### config.mk
export PLATFORM = sky130hd
export DESIGN_NAME = ysyx_041514_icache_axi_rd
export DESIGN_NICKNAME = d
export VERILOG_FILES = /design/src/rtl/ysyx_041514_icache_axi_rd.sv
export SDC_FILE = /design/constraint.sdc
export NUM_CORES = 1
export LEC_CHECK = 0
export CAP_MARGIN = 20
export CELL_PAD_IN_SITES_DETAIL_PLACEMENT = 1
export CELL_PAD_IN_SITES_GLOBAL_PLACEMENT = 1
export CORE_ASPECT_RATIO = 0.8
export CORE_MARGIN = 10
export CORE_UTILIZATION = 24
export CTS_CLUSTER_DIAMETER = 60
export DETAILED_ROUTE_END_ITERATION = 6
export PLACE_DENSITY = 0.83
export RECOVER_POWER = 100
export SLEW_MARGIN = 30
export SYNTH_ARGS = -nofsm -noshare
export SYNTH_HDL_FRONTEND = slang
export SYNTH_SLANG_ARGS = --single-unit
export TNS_END_PERCENT = 100
### constraint.sdc
create_clock -name clk -period 1.7 [get_ports clk]
set_clock_uncertainty 0.2 [all_clocks]
set_input_delay 0.17 -clock clk [delete_from_list [all_inputs] [get_ports clk]]
set_output_delay 0.17 -clock clk [all_outputs]
set_load 0.05 [all_outputs]
### src/rtl/ysyx_041514_icache_axi_rd.sv
// Read-only bridge from the icache memory port to an AXI4 read channel.
// One held-valid request becomes a single INCR burst; each beat returns as a one-cycle pulse.
module ysyx_041514_icache_axi_rd #(
  parameter logic [3:0] AXI_ID = 4'd0,
  parameter int         ADDR_W = 32,
  parameter int         DATA_W = 64
) (
  input  logic              clk,
  input  logic              rst,
  input  logic [ADDR_W-1:0] raddr_i,
  input  logic              raddr_valid_i,
  input  logic [7:0]        rmask_i,
  input  logic [3:0]        rsize_i,
  input  logic [7:0]        rlen_i,
  output logic              rdata_ready_o,
  output logic [DATA_W-1:0] rdata_o,
  output logic              err_o,
  output logic [3:0]        axi_arid_o,
  output logic [ADDR_W-1:0] axi_araddr_o,
  output logic [7:0]        axi_arlen_o,
  output logic [2:0]        axi_arsize_o,
  output logic [1:0]        axi_arburst_o,
  output logic              axi_arvalid_o,
  input  logic              axi_arready_i,
  input  logic [3:0]        axi_rid_i,
  input  logic [DATA_W-1:0] axi_rdata_i,
  input  logic [1:0]        axi_rresp_i,
  input  logic              axi_rlast_i,
  input  logic              axi_rvalid_i,
  output logic              axi_rready_o
);

  typedef enum logic [1:0] {S_IDLE, S_AR, S_R, S_DONE} state_t;

  state_t              state_q, state_d;
  logic [ADDR_W-1:0]   araddr_q, araddr_d;
  logic [7:0]          arlen_q, arlen_d;
  logic [2:0]          arsize_q, arsize_d;
  logic                arvalid_q, arvalid_d;
  logic                rready_q, rready_d;
  logic                rdata_ready_q, rdata_ready_d;
  logic [DATA_W-1:0]   rdata_q, rdata_d;
  logic [7:0]          beat_cnt_q, beat_cnt_d;
  logic                err_q, err_d;

  // Byte mask only matters for writes; it is accepted and dropped here.
  logic unused_rmask;
  assign unused_rmask = ^rmask_i;

  // NOTE: sequential state uses non-blocking assignments so every flop samples pre-edge values.
  always_ff @(posedge clk) begin
    if (rst) state_q <= S_IDLE;
    else     state_q <= state_d;
  end

  always_comb begin
    state_d = state_q;
    case (state_q)
      S_IDLE: if (raddr_valid_i)                 state_d = S_AR;
      S_AR:   if (axi_arready_i)                 state_d = S_R;
      S_R:    if (axi_rvalid_i && axi_rlast_i)   state_d = S_DONE;
      S_DONE:                                    state_d = S_IDLE;
      default:                                   state_d = S_IDLE;
    endcase
  end

  // NOTE: every signal gets a default at the top so no path leaves it unassigned (no latches).
  always_comb begin
    araddr_d      = araddr_q;
    arlen_d       = arlen_q;
    arsize_d      = arsize_q;
    arvalid_d     = arvalid_q;
    rready_d      = rready_q;
    rdata_ready_d = 1'b0;
    rdata_d       = rdata_q;
    beat_cnt_d    = beat_cnt_q;
    err_d         = err_q;
    case (state_q)
      S_IDLE: begin
        if (raddr_valid_i) begin
          araddr_d   = raddr_i;
          arlen_d    = rlen_i;
          arvalid_d  = 1'b1;
          beat_cnt_d = 8'd0;
          case (rsize_i)
            4'd1:    arsize_d = 3'd0;
            4'd2:    arsize_d = 3'd1;
            4'd4:    arsize_d = 3'd2;
            4'd8:    arsize_d = 3'd3;
            default: begin
              arsize_d = 3'd3;
              err_d    = 1'b1;
            end
          endcase
        end
      end
      S_AR: begin
        if (axi_arready_i) begin
          arvalid_d = 1'b0;
          rready_d  = 1'b1;
        end
      end
      S_R: begin
        if (axi_rvalid_i) begin
          rdata_d       = axi_rdata_i;
          rdata_ready_d = 1'b1;
          beat_cnt_d    = beat_cnt_q + 8'd1;
          // Protocol violations are flagged but the burst is still drained to rlast.
          if ((axi_rresp_i != 2'b00) || (axi_rid_i != AXI_ID))   err_d = 1'b1;
          if (axi_rlast_i != (beat_cnt_q == arlen_q))            err_d = 1'b1;
          if (axi_rlast_i)                                       rready_d = 1'b0;
        end
      end
      S_DONE: begin
        rready_d = 1'b0;
      end
      default: begin
        arvalid_d = 1'b0;
        rready_d  = 1'b0;
      end
    endcase
  end

  always_ff @(posedge clk) begin
    if (rst) begin
      araddr_q      <= '0;
      arlen_q       <= '0;
      arsize_q      <= '0;
      arvalid_q     <= 1'b0;
      rready_q      <= 1'b0;
      rdata_ready_q <= 1'b0;
      rdata_q       <= '0;
      beat_cnt_q    <= '0;
      err_q         <= 1'b0;
    end else begin
      araddr_q      <= araddr_d;
      arlen_q       <= arlen_d;
      arsize_q      <= arsize_d;
      arvalid_q     <= arvalid_d;
      rready_q      <= rready_d;
      rdata_ready_q <= rdata_ready_d;
      rdata_q       <= rdata_d;
      beat_cnt_q    <= beat_cnt_d;
      err_q         <= err_d;
    end
  end

  assign axi_arid_o    = AXI_ID;
  assign axi_arburst_o = 2'b01;
  assign axi_araddr_o  = araddr_q;
  assign axi_arlen_o   = arlen_q;
  assign axi_arsize_o  = arsize_q;
  assign axi_arvalid_o = arvalid_q;
  assign axi_rready_o  = rready_q;
  assign rdata_ready_o = rdata_ready_q;
  assign rdata_o       = rdata_q;
  assign err_o         = err_q;

endmodule

Yosys cells after proc, flatten, opt, wreduce, memory -nomap -nowiden
Index checks and enable logic that the tools add are counted.

cells by class
  add/subtract/negate cells = 1
  multiply operators = 0
  divide/modulo/power cells = 0
  order comparisons = 0
  eq/ne operators = 16
  shift-type cells = 0
  multiplexer cells = 22
  bitwise operators = 1
  reductions and logical operators = 17

operator list
  cell                   count
  $mux W8                2
  $pmux W8 S2            1
  $ne A2 B2 Y1 const B   6
  $mux W1                11
  $reduce_and A3 Y1      3
  $add A8 B1 Y8 const B  1
  $eq A8 B8 Y1           1
  $pmux W2 S4            1
  $mux W2                3
  $pmux W2 S3            1
  $reduce_bool A2 Y1     3
  $reduce_and A5 Y1      1
  $eq A2 B2 Y1 const B   2
  $eq A4 B1 Y1 const B   1
  $eq A4 B2 Y1 const B   1
  $eq A4 B3 Y1 const B   1
  $eq A4 B4 Y1 const B   1
  $pmux W1 S2            2
  $reduce_and A2 Y1      2
  $reduce_and A4 Y1      1
  $reduce_bool A4 Y1     1
  $reduce_or A4 Y1       1
  $ne A3 B3 Y1 const B   1
  $pmux W1 S3            1
  8 further kinds        8

storage, ports and cells
  register bits = 121
  latch bits = 0
  bits in writable memories = 0
  memory bits (read-only) = 0
  memories = 0

Logic depth before layout (Yosys ltp)
  depth after elaboration = 6
  depth in mapped cells = 8
  depth with buffers taken out = 6

Least setup slack after synthesis
OpenSTA, ideal clock, no wires.

  path kind = register to register
  from = reg state_q[0]
  to = reg state_q[1]
  setup time = 128 ps
  data arrival time = 1487 ps
  path slack = -115 ps
  stages on the path, launching flop included = 9
  path buffers = 2
  cells stage by stage = dfxtp_1 inv_1 ha_1 buf_6 nor2b_4 buf_6 a211oi_1 mux2i_1 nor2_1

on the way
  longest elaborated chain between the ends = 3

ends and longest elaborated chain
  what                                        line  text
  from (decl)                                 35    state_t state_q, state_d;
  from (signal assigned)                      53    else state_q <= state_d;
  $eq A2 B2 Y1, or another cell as far along  58    case (state_q)
  $ne A2 B2 Y1 (no source line)               n/a
  $reduce_and A3 Y1 (no source line)          n/a

Parallel ways exist; a longest one is shown, timed or not.
A chain may end at the register's enable or synchronous reset.

Worst setup path in the final report
  from = reg state_q[1]
  to = reg beat_cnt_q[6]

on the way
  longest elaborated chain between the ends = 3

ends and longest elaborated chain
  what                                                                 line  text
  $eq A2 B2 Y1 or $logic_not A2 Y1 (tied branches)                     78    case (state_q)
  $ne A2 B2 Y1 (no source line) or $reduce_bool A2 Y1 (tied branches)  n/a
  $reduce_and A3 Y1 (no source line)                                   n/a
  to (signal assigned)                                                 143   beat_cnt_q <= beat_cnt_d;
  to (decl)                                                            43    logic [7:0] beat_cnt_q, beat_cnt_d;

Parallel ways exist; a longest one is shown, timed or not.

==> results.cfg <==
[outcome]
status = finished, violations left
violations = negative setup slack

[placement]
port_buffers = 229
gp_congestion = 0.783
dpl_cell_area_um2 = 7150
dp_hpwl_mm = 13.7
placedCellCount = 1057

[critical_path]
cp_top_family = simple AND/OR/NAND/NOR gates
crit_arrival_ns = 1.89
worstPathCellList = buf_6 -> inv_4 -> ha_4 -> mux2_4 -> nand4_1 -> or3_1 -> a21oi_1
critPathCaptureType = flop
required_ns = 1.84
cp_slowest_cell = or3_1
worstPathMaxFanout = 8
worst-setup-path-type = flop to flop
cp_slowest_stage_delay_ns = 0.35
worstSetupStartpointType = flop
reg2reg_slack_ns = -0.05
critPathBufInv = 2

[die]
die_x_um = 175
pin_count = 245
dieArea_um2 = 25200
die_height_um = 144
fp-row-count = 45
core_region_area_um2 = 18900
initial_core_util_pct = 24.3

[synth]
synth_area_um2 = 4600
ys.warnings.count = 0
syn_inst = 577
ys_ff_latch = 120
synth_cell_type_count = 39
ys_seq_area_share_pct = 52.2
syn_area_per_cell_um2 = 7.98

[finish]
final_cells = 1094
syn_to_final_growth_pct = 64.1
nets = 956
n_antenna_cell = 0
final_area_um2 = 7560
drive_gt1_share_pct = 23.9

[clock_network]
clkSinkCount = 120
clkTransAtPathRegs_ns = 0.06
clockBufferDepth = 2
cts_tree = yes
htree_levels = 4
numCtsBuffers = 17
root_buffer = clkbuf_16
clk_latency_ns = 0.41

[global_route]
track_usage_pct = 13.9
antenna_found_initial = 0
grt_pass1_wl_mm = 27.6
grt_max_degree = 35
grt_pass1_vias = 5005
gr-total-overflow = 0

[detailed_routing]
viasPerCell = 4.38
routed_wl_mm = 17.9
vias = 4795
drtIter0Drc = 216
dr.pass1.iters = 4
wl_per_cell_um = 16.3
ant_nets = 0
route.detailed.drc = 0

[pwr]
total_power_uw = 11400
seqPwrFrac_pct = 30.3
combPwrFrac_pct = 37.4
pwr-share-clk_pct = 32.3
p_per_area_nw_per_um2 = 1510
ir_worst_vdd_uv = 615
p_sw_uw = 4480
p_leak_uw = 0.00304
p_int_uw = 6960
switching_share_pct = 39.2

[timing]
slew_headroom_pct = 63.0
finalSetupViolCount = 6
tightestPinTransition_ns = 0.550
clock.fmax_mhz = 573
slew_violations = 0
finalCriticalPeriod_ns = 1.75
rsz0062_at_grt = yes
hold_violations = 0
worst_slack_ns = -0.0458
timing.final.crit_share_pct = 103

[job]
drv_cap = 0

[worst_hold_path]
hp-class = primary input to flop
-- path summary, 6_finish.rpt --
check                                startpoint             to  cells past startpoint
worst min register to register      rdata_o[48]    rdata_o[48]                      2
worst max-delay path                 state_q[1]  beat_cnt_q[6]                      7
worst min-delay path            axi_rdata_i[20]    rdata_o[20]                      3
worst max register to register       state_q[1]  beat_cnt_q[6]                      7
-- power groups by stage --
| stage | combinational (uW) | sequential (uW) | clock, uW |
|---|---|---|---|
| after floorplan | 1440 | 4860 | 0 |
| after global placement | 4390 | 3520 | 0 |
| after detailed placement | 4460 | 3540 | 0 |
| after CTS | 4580 | 3490 | 3800 |
| after global routing | 4620 | 3530 | 3930 |
| final | 4280 | 3470 | 3690 |
-- tightest hold or removal path, cell delays in order --
cell             delay [ns]
clkdlybuf4s50_1        0.40
nand2_1                0.05
a21oi_1                0.05
-- metrics by stage --
stage / hold slack [ns] / util, % / setup TNS [ns] / worst slack (ns)
final: 0.0926 / 39.9 / -0.136 / -0.0458
after global routing: 0.0869 / 39.9 / -6.48 / -0.134
after CTS: 0.0718 / 41.4 / -0.214 / -0.0647
after detailed placement: 0.249 / 37.8 / -3.46 / -0.193
after global placement: 0.242 / 37.8 / -0.948 / -0.165
after floorplan: 0.106 / - / -0.0669 / -0.0394
-- flip-flops by register name, summed over array words and instances, names as in the netlist --
register,flops
beat_cnt_q,8
err_o,1
rdata_o,64
state_q,2
rdata_ready_o,1
axi_arlen_o,8
axi_rready_o,1
axi_araddr_o,32
axi_arsize_o,2
axi_arvalid_o,1
-- per-layer routing --
metal / wire length, um / vias to the layer above / global-route usage (%) / share of wire, %
met5: 0 / - / 0 / 0
met4: 197 / 0 / 4.99 / 1.1
met3: 1810 / 16 / 6.48 / 10
met2: 8200 / 179 / 22.2 / 46
met1: 7650 / 2233 / 16.1 / 43
li1: - / 2367 / - / -
-- Yosys cell counts --
cell	instances	area (um2)
buf_1	3	11.3
a31o_2	1	8.76
xnor2_1	5	43.8
inv_1	5	18.8
nand2b_1	1	6.26
o21a_1	1	7.51
nand4_1	3	18.8
dfxtp_1	120	2400
o21ai_0	5	25.0
a211oi_1	2	15.0
buf_6	3	33.8
and4b_1	1	10.0
o2111ai_1	1	8.76
buf_2	16	80.1
nand3_1	3	15.0
mux2i_1	1	10.0
nor4_2	2	25.0
a21o_1	1	7.51
conb_1	2	7.51
nor2b_1	1	6.26
and2_1	2	12.5
mux2_2	1	11.3
nor3_1	8	40.0
nor2b_4	1	13.8
nand2_1	214	803
xor2_1	10	87.6
a2111oi_0	1	8.76
ha_1	5	62.6
clkbuf_1	17	63.8
nor4_1	4	25.0
a21oi_1	111	556
buf_4	7	52.6
nor4b_1	2	17.5
or4_1	1	7.51
clkbuf_2	1	5.00
a2bb2oi_1	1	8.76
or3_1	2	12.5
mux2i_2	1	13.8
nor2_1	11	41.3
-- area by class of cell --
cell class / instances / area (um2)
tap: 258 / 323
inverter: 5 / 21.3
multi-input combinational: 410 / 2040
clock buffer: 18 / 429
fill: 2290 / 11400
timing repair buffer: 269 / 2160
sequential: 120 / 2400
clock inverter: 14 / 175
-- cell usage in the layout, fill, tap and decap left out, types with 2 or more instances in the layout --
| cell type | n |
|---|---|
| a21oi_1 | 110 |
| buf_12 | 8 |
| buf_4 | 24 |
| buf_6 | 4 |
| buf_8 | 2 |
| bufinv_16 | 3 |
| clkbuf_1 | 5 |
| clkbuf_16 | 17 |
| clkbuf_2 | 108 |
| clkdlybuf4s50_1 | 118 |
| clkinv_2 | 2 |
| clkinv_4 | 4 |
| clkinvlp_4 | 3 |
| conb_1 | 7 |
| dfxtp_1 | 118 |
| dfxtp_2 | 2 |
| ha_1 | 3 |
| ha_4 | 2 |
| inv_1 | 3 |
| inv_6 | 2 |
| nand2_1 | 213 |
| nand3_1 | 3 |
| nand4_1 | 3 |
| nor2_1 | 11 |
| nor3_1 | 8 |
| nor4_2 | 5 |
| o21ai_0 | 4 |
| or3_1 | 2 |
| xnor2_1 | 5 |
| xor2_1 | 10 |
-- cell families (layout without fill, tap and decap cells) --
group	after synthesis	in the layout	synth area share, %
other	2	7	0.163
and+or+nand+nor	256	256	22.9
xor gates and xnor gates	15	15	2.85
adders and majority gates	5	5	1.36
muxes	3	3	0.761
buffers and inverters	52	306	5.76
AOI/OAI and AO/OA	124	124	14.0
DFF	120	120	52.2
-- what timing repair did --
action,4_1_cts,5_1_grt
buffers inserted,3,1
hold buffers,1,0
pin swaps,6,4
gates resized for setup,10,9
endpoints found under the hold margin,17,0
setup endpoints to repair,88,65
Note: power is estimated with default switching activity, not from simulation.
